`config.mk`:
```
export PLATFORM = sky130hd
export DESIGN_NAME = im_load_arbiter
export DESIGN_NICKNAME = d
export VERILOG_FILES = /design/src/rtl/im_load_arbiter.sv
export SDC_FILE = /design/constraint.sdc
export NUM_CORES = 1
export LEC_CHECK = 0
export ABC_AREA = 0
export CAP_MARGIN = 25
export CORE_MARGIN = 5
export CORE_UTILIZATION = 40
export DETAILED_ROUTE_END_ITERATION = 7
export PLACE_DENSITY = 0.8
export REMOVE_ABC_BUFFERS = 1
export SLEW_MARGIN = 10
export SYNTH_ARGS = -nofsm -noshare
export SYNTH_HDL_FRONTEND = slang
export SYNTH_SLANG_ARGS = --single-unit
```
`constraint.sdc`:
```
create_clock -name clk -period 2.3 [get_ports clk]
set_input_delay 0.46 -clock clk [delete_from_list [all_inputs] [get_ports clk]]
set_output_delay 0.46 -clock clk [all_outputs]
set_load 0.01 [all_outputs]
```
`src/rtl/im_load_arbiter.sv`:
```
// Instruction-memory port owner: loads a program from a host word stream, releases the core, then
// shares IM between fetch and single-cycle host debug reads. Optional: IM_LOAD_CHECKSUM_EN.
module im_load_arbiter #(
  parameter int unsigned DATA_WIDTH = 16,
  parameter int unsigned ADDR_WIDTH = 8
) (
  input  logic                  clk,
  input  logic                  rst_n,
  input  logic                  load_req_i,
  input  logic [ADDR_WIDTH:0]   load_len_i,
`ifdef IM_LOAD_CHECKSUM_EN
  input  logic [DATA_WIDTH-1:0] ld_csum_i,
`endif
  input  logic                  ld_valid_i,
  input  logic [DATA_WIDTH-1:0] ld_data_i,
  output logic                  ld_ready_o,
  input  logic                  dbg_rd_req_i,
  input  logic [ADDR_WIDTH-1:0] dbg_addr_i,
  output logic                  dbg_gnt_o,
  output logic                  dbg_rvalid_o,
  output logic [DATA_WIDTH-1:0] dbg_rdata_o,
  input  logic [ADDR_WIDTH-1:0] if_addr_i,
  output logic [ADDR_WIDTH-1:0] im_addr_o,
  output logic [DATA_WIDTH-1:0] im_wdata_o,
  output logic                  im_wr_o,
  output logic                  im_rd_o,
  input  logic [DATA_WIDTH-1:0] im_rdata_i,
  output logic                  cpu_rst_o,
  output logic                  start_o,
  output logic                  stall_pc_o,
  output logic                  flush_if_id_o,
  output logic                  busy_o,
  output logic                  err_o
);

  typedef enum logic [1:0] {StIdle, StLoad, StStart, StRun} state_e;

  localparam logic [ADDR_WIDTH:0]   MaxLen  = {1'b1, {ADDR_WIDTH{1'b0}}};
  localparam logic [ADDR_WIDTH:0]   LenOne  = (ADDR_WIDTH + 1)'(1);
  localparam logic [ADDR_WIDTH-1:0] WcntOne = ADDR_WIDTH'(1);

  state_e                state_q, state_d;
  logic [ADDR_WIDTH:0]   len_q, len_d;
  logic [ADDR_WIDTH-1:0] wcnt_q, wcnt_d;
  logic                  err_q, err_d;
  logic                  gnt_q, gnt_d;
  logic [DATA_WIDTH-1:0] rdata_q, rdata_d;

  logic len_ok;
  logic can_load;
  logic load_accept;
  logic load_reject;
  logic word_acc;
  logic last_word;
  logic dbg_grant;

`ifdef IM_LOAD_CHECKSUM_EN
  logic [DATA_WIDTH-1:0] sum_q, sum_d;
  logic [DATA_WIDTH-1:0] csum_q, csum_d;
  logic [DATA_WIDTH-1:0] sum_next;
  assign sum_next = sum_q + ld_data_i;
`endif

  assign len_ok      = (load_len_i != '0) && (load_len_i <= MaxLen);
  assign can_load    = (state_q == StIdle) || (state_q == StRun);
  assign load_accept = can_load && load_req_i && len_ok;
  assign load_reject = can_load && load_req_i && !len_ok;
  assign word_acc    = (state_q == StLoad) && ld_valid_i;
  // Compare against the latched length, not the wrapped counter, so a full-depth load terminates.
  assign last_word   = word_acc && ({1'b0, wcnt_q} == (len_q - LenOne));
  // Any load request in RUN wins the port; grants are spaced so fetch always gets every other slot.
  assign dbg_grant   = (state_q == StRun) && dbg_rd_req_i && !gnt_q && !load_req_i;

  always_comb begin
    state_d = state_q;
    len_d   = len_q;
    wcnt_d  = wcnt_q;
    err_d   = err_q;
    gnt_d   = 1'b0;
    rdata_d = rdata_q;
`ifdef IM_LOAD_CHECKSUM_EN
    sum_d   = sum_q;
    csum_d  = csum_q;
`endif

    unique case (state_q)
      StIdle:  ;
      StLoad: begin
        if (word_acc) begin
          wcnt_d = wcnt_q + WcntOne;
`ifdef IM_LOAD_CHECKSUM_EN
          sum_d  = sum_next;
          if (last_word) begin
            if (sum_next != csum_q) begin
              err_d   = 1'b1;
              state_d = StIdle;
            end else begin
              state_d = StStart;
            end
          end
`else
          if (last_word) state_d = StStart;
`endif
        end
      end
      StStart: state_d = StRun;
      StRun:   gnt_d   = dbg_grant;
    endcase

    if (load_accept) begin
      state_d = StLoad;
      len_d   = load_len_i;
      wcnt_d  = '0;
      err_d   = 1'b0;
`ifdef IM_LOAD_CHECKSUM_EN
      sum_d   = '0;
      csum_d  = ld_csum_i;
`endif
    end else if (load_reject) begin
      err_d = 1'b1;
    end

    if (gnt_q) rdata_d = im_rdata_i;
  end

  always_ff @(posedge clk) begin
    if (!rst_n) begin
      state_q <= StIdle;
      len_q   <= '0;
      wcnt_q  <= '0;
      err_q   <= 1'b0;
      gnt_q   <= 1'b0;
      rdata_q <= '0;
`ifdef IM_LOAD_CHECKSUM_EN
      sum_q   <= '0;
      csum_q  <= '0;
`endif
    end else begin
      state_q <= state_d;
      len_q   <= len_d;
      wcnt_q  <= wcnt_d;
      err_q   <= err_d;
      gnt_q   <= gnt_d;
      rdata_q <= rdata_d;
`ifdef IM_LOAD_CHECKSUM_EN
      sum_q   <= sum_d;
      csum_q  <= csum_d;
`endif
    end
  end

  always_comb begin
    ld_ready_o    = 1'b0;
    im_wr_o       = 1'b0;
    im_rd_o       = 1'b0;
    im_addr_o     = '0;
    im_wdata_o    = '0;
    cpu_rst_o     = 1'b0;
    start_o       = 1'b0;
    stall_pc_o    = 1'b0;
    flush_if_id_o = 1'b0;
    busy_o        = 1'b0;
    dbg_gnt_o     = 1'b0;

    unique case (state_q)
      StIdle: cpu_rst_o = 1'b1;
      StLoad: begin
        cpu_rst_o  = 1'b1;
        ld_ready_o = 1'b1;
        busy_o     = 1'b1;
        im_wr_o    = word_acc;
        im_addr_o  = wcnt_q;
        if (word_acc) im_wdata_o = ld_data_i;
      end
      StStart: begin
        start_o       = 1'b1;
        flush_if_id_o = 1'b1;
        busy_o        = 1'b1;
      end
      StRun: begin
        im_rd_o       = 1'b1;
        im_addr_o     = dbg_grant ? dbg_addr_i : if_addr_i;
        dbg_gnt_o     = dbg_grant;
        stall_pc_o    = dbg_grant;
        flush_if_id_o = dbg_grant;
      end
    endcase
  end

  assign err_o        = err_q;
  assign dbg_rvalid_o = gnt_q;
  // Read data arrives one cycle after the grant; afterwards the captured copy is held.
  assign dbg_rdata_o  = gnt_q ? im_rdata_i : rdata_q;

  a_no_wr_rd: assert property (@(posedge clk) disable iff (!rst_n) !(im_wr_o && im_rd_o));
  a_gnt_spaced: assert property (@(posedge clk) disable iff (!rst_n) dbg_gnt_o |=> !dbg_gnt_o);

endmodule

```
# Word level (Yosys, flattened, before mapping)
# Cells that the tools add are included.
op_classes:
  n_addsub: 2
  n_mul: 0
  div: 0
  order_cmp: 1
  n_eq_ne: 8
  shifts: 0
  muxes: 17
  bitwise: 1
  n_reduce_logical: 23
ops:
  columns: ["operator", "n"]
  rows:
  - ["two-way mux 16 bit", 3]
  - ["case mux 8 bit (2 select lines)", 1]
  - ["equality test 8 x 9 -> 1 bit", 1]
  - ["<= comparator 9 bit (second input constant)", 1]
  - ["logical AND 1 bit", 9]
  - ["nonzero test 9 bit", 1]
  - ["subtractor 9 x 1 -> 9 bit (second input constant)", 1]
  - ["adder 8 x 1 -> 8 bit (second input constant)", 1]
  - ["two-way mux 1 bit", 8]
  - ["two-way mux 8 bit", 1]
  - ["inequality test 3 bit (second input constant)", 2]
  - ["AND reduction 3 bit", 2]
  - ["OR reduction 2 bit", 3]
  - ["equality test 2 bit (second input constant)", 2]
  - ["two-way mux 2 bit", 2]
  - ["inequality test 2 bit (second input constant)", 2]
  - ["case mux 2 bit (2 select lines)", 1]
  - ["logical NOT 1 bit", 3]
  - ["nonzero test 3 bit", 1]
  - ["equality test 2 x 1 -> 1 bit (second input constant)", 1]
  - ["logical NOT 2 bit", 1]
  - ["case mux 1 bit (2 select lines)", 1]
  - ["AND reduction 2 bit", 1]
  - ["nonzero test 2 bit", 1]
  - ["other kinds (2)", 2]
word_totals:
  reg_bits: 37
  latchBits: 0
  ram_bits: 0
  rom_bits: 0
  inputBits: 62
  output_inout_bits: 51
  word_cells: 59
  memories: 0

# Depth between registers and ports, before layout
logic_depth:
  word_depth: 7
  ltp_mapped: 10
  ltp_nobuf: 8

# Worst setup path before layout
# OpenSTA, ideal clock, no wires.
synth_timing:
  path_kind: "flip-flop to output port"
  start: "register state_q[0]"
  end: "output im_addr_o[1]"
  arrival_ps: 1948
  t_required_ps: 1840
  path_slack_ps: -108
  stages_incl_launch_ff: 7
  path_cell_list: "dfxtp_1 ha_1 clkbuf_1 nor4bb_1 clkbuf_1 buf_1 a221o_1"
synth_between:
  elab_chain_cells: 6
  word_cells_on_any_way: 7
synth_lines:
  columns: ["element", "line", "source"]
  rows:
  - ["from (decl)", "42", "state_e state_q, state_d;"]
  - ["from (signal assigned)", "128", "state_q <= StIdle;"]
  - ["from (signal assigned)", "139", "state_q <= state_d;"]
  - ["equality test 2 bit", "72, 165", null]
  - ["logical AND 1 bit (3 in series)", "72", "assign dbg_grant = (state_q == StRun) && dbg_rd_req_i && !gnt_q && !load_req_i;"]
  - ["two-way mux 8 bit", "182", "im_addr_o = dbg_grant ? dbg_addr_i : if_addr_i;"]
  - ["case mux 8 bit (2 select lines) (*)", "165", "unique case (state_q)"]
  - ["to (decl)", "23", "output logic [ADDR_WIDTH-1:0] im_addr_o,"]
# Mark *: on every way between the ends. The rest lies on a longest branch, timed or not.

# Final worst setup path
layout_timing:
  start: "input load_req_i"
  end: "output im_addr_o[6]"
layout_between:
  elab_chain_cells: 4
layout_lines:
  columns: ["element", "line", "source"]
  rows:
  - ["from (decl)", "9", "input logic load_req_i,"]
  - ["logical NOT 1 bit", "72", null]
  - ["logical AND 1 bit", "72", null]
  - ["two-way mux 8 bit", "182", null]
  - ["case mux 8 bit (2 select lines)", "165", null]
# Every way passes these cells.

==> results.sh <==
export IMPL_slew_viol_final=0
export IMPL_grt_pass1_vias=2342
export IMPL_post_drt_wl_per_cell_um=15.2
export IMPL_cp_start_kind="primary input"
export IMPL_p_sw_uw=368
export IMPL_power_density_nw_per_um2=383
export IMPL_ctsHoldBuffers=0
export IMPL_vias=2294
export IMPL_async_flop_share=0
export IMPL_die_x_um=84.8
export IMPL_yosysTopAreaCellShare=0.331
export IMPL_ys_types=55
export IMPL_grt_overflow_total=0
export IMPL_final_common_cell="clkdlybuf4s50_1"
export IMPL_ios=113
export IMPL_port_buffer_count=112
export IMPL_synthFlopType="dfxtp_1"
export IMPL_slew_headroom=0.703
export IMPL_core_um2=5470
export IMPL_rsz0062_at_grt="true"
export IMPL_start_util=0.409
export IMPL_nNetsFinal=448
export IMPL_drtIter0Drc=123
export IMPL_fin_ws_ps=-3.93
export IMPL_syn_cell_area_um2=2240
export IMPL_ant_nets=0
export IMPL_worstSetupEndpoint="im_addr_o[6]"
export IMPL_fin_crit_sh=1.00
export IMPL_gp_congestion=0.826
export IMPL_fill_cells=459
export IMPL_clock_path_buffers=2
export IMPL_grt_max_degree=25
export IMPL_hold_path_class="flip-flop to flip-flop"
export IMPL_die_area_um2=7200
export IMPL_rows=27
export IMPL_stdcell_area_um2=3750
export IMPL_clk_pin_slew_worst_paths_ps=70
export IMPL_root_buffer="clkbuf_8"
export IMPL_finalSetupViolCount=2
export IMPL_skew_ps=6.90
export IMPL_place_inst=438
export IMPL_antenna_found_initial=0
export IMPL_synth_edf_count=0
export IMPL_postRouteWirelength_um=6870
export IMPL_dpl_cell_area_um2=3560
export IMPL_max_freq_mhz=434
export IMPL_track_usage=0.194
export IMPL_cts_tree="yes"
export IMPL_drtPass1Iterations=4
export IMPL_r2r_start="len_q[1]"
export IMPL_violations="negative setup slack"
export IMPL_swShare=0.256
export IMPL_vdd_drop_max_mv=0.396
export IMPL_clk_latency_ps=290
export IMPL_critPathLaunch="load_req_i"
export IMPL_drc=0
export IMPL_p_total_mw=1.44
export IMPL_cts_buffers=5
export IMPL_vias_per_cell=5.06
export IMPL_cts_sinks=37
export IMPL_grt_pass1_wl_um=11400
export IMPL_r2r_cells=8
export IMPL_cts_htree_levels=2
export IMPL_yosysSeqAreaShare=0.331
export IMPL_p_seq_frac=0.468
export IMPL_path_class="primary input to output port"
export IMPL_ys_warn_count=0
export IMPL_r2r_end="state_q[0]"
export IMPL_fin_cells=453
export IMPL_power_internal_mw=1.07
export IMPL_syn_area_per_cell_um2=8.96
export IMPL_pre_cts_slack_ps=-430
export IMPL_worst_pin_slew_ps=442
export IMPL_syn_inst=250
export IMPL_die_h_um=84.8
export IMPL_pwr_share_clk=0.301
export IMPL_crit_arrival_ps=1840
export IMPL_n_antenna_cell=0
export IMPL_layout_common_cells="clkdlybuf4s50_1 (81), dfxtp_1 (34), buf_4 (21), dlygate4sd2_1 (20)"
export IMPL_worstPathRequired_ps=1840
export IMPL_drive_above_1_share=0.226
export IMPL_synth_seq_cells=37
export IMPL_yosys_area_top_type="dfxtp_1"
export IMPL_final_util=0.686
export IMPL_crit_fanout=5
export IMPL_p_leak_nw=1.64
export IMPL_area_delta_synth_final_pct=67.6
export IMPL_netlist_top_cells_area="dfxtp_1 (33%), mux2_2 (8.0%), and2_1 (4.7%)"
export IMPL_hpwlAfterDp_um=5210
export IMPL_maxCapViolCount=0
export IMPL_status="finished, violations left"
export IMPL_cp_end_kind="output port"
export IMPL_r2r_setup_slack_ps=170
export IMPL_layout_min_cycle_time_ps=2300
export IMPL_finalHoldViolCount=0
export IMPL_p_comb_frac=0.230
[state kept, by name (all words and copies together), names as in the netlist]
name	count
dbg_rvalid_o	1
err_o	1
len_q	9
rdata_q	16
state_q	2
wcnt_q	8
[stage by stage]
stage / hold slack [ps] / TNS [ps]
final: 452 / -5.57
after global routing: 481 / -567
after CTS: 458 / -22.5
after detailed placement: 450 / -8990
after global placement: 433 / -6820
after floorplan: 470 / -13720
[final cells by class]
class                           instances  area, µm²  share of cell area
Timing Repair Buffer                  142       1380               0.368
Multi-Input combinational cell        185       1420               0.379
Tap cell                               72       90.1              0.0240
Clock buffer                            6       72.6              0.0193
Sequential cell                        37        744               0.198
Clock inverter                          2       10.0             0.00267
Inverter                                9       33.8             0.00900
[what timing repair did]
action,4_1_cts,5_1_grt
gates resized for setup,68,11
gates cloned,2,0
pin swaps,2,0
setup endpoints to repair,30,32
setup buffers,6,0
[kinds of logic (layout without fill, tap and decap cells)]
kind of cell | Yosys count | after routing | synth area share
and+or+nand+nor | 109 | 109 | 0.285
DFF | 37 | 37 | 0.331
AOI/OAI and AO/OA | 29 | 29 | 0.102
buffers and inverters | 28 | 159 | 0.0654
muxes | 25 | 25 | 0.121
xor gates and xnor gates | 16 | 16 | 0.0626
adders and majority gates | 6 | 6 | 0.0335
[power groups by stage]
stage	sequential (mW)	combinational, mW	clock [mW]
6_report	0.673	0.331	0.433
5_1_grt	0.675	0.356	0.489
4_1_cts	0.673	0.327	0.450
3_5_place_dp	0.686	0.330	0
3_3_place_gp	0.686	0.321	0
2_1_floorplan	0.684	0.121	0
[critical path: stages]
cell and delay [ps]:
clkdlybuf4s15_1 230, nor4bb_4 290, buf_4 190, buf_6 130
buf_12 110, nor2_1 40, a221o_1 240, buf_2 140
[layer usage]
layer / GRT usage / vias to the layer above / share of wire
li1: - / 1140 / -
met1: 0.236 / 1067 / 0.42
met2: 0.317 / 77 / 0.47
met3: 0.0786 / 10 / 0.093
met4: 0.0518 / 0 / 0.013
met5: 0 / - / 0
[synth_stat cells, types with 2 or more instances]
master and n:
dfxtp_1 37, nor2_1 19, and2_1 17, and3_1 17
mux2_2 16, nand2_1 14, clkbuf_1 9, inv_1 9
mux2i_1 9, nor2b_1 9, xor2_1 9, xnor2_1 7
a221o_1 6, ha_1 6, nand3_1 5, a21oi_1 4
buf_4 3, nand2b_1 3, nand4_1 3, nor3_1 3
o211ai_1 3, a211oi_1 2, buf_1 2, buf_2 2
clkbuf_8 2, o21ai_1 2, o221ai_1 2, or2_2 2
or4_1 2
[worst min-delay path by stage]
stage | end | depth (start not counted) | startpoint | slack [ps]
finish | err_o | 2 | err_o | 450
global route | err_o | 2 | err_o | 480
CTS | err_o | 2 | err_o | 460
detailed placement | err_o | 2 | err_o | 450
global placement | err_o | 2 | err_o | 430
floorplan | err_o | 2 | err_o | 470
Note: power is estimated with default switching activity, not from simulation.
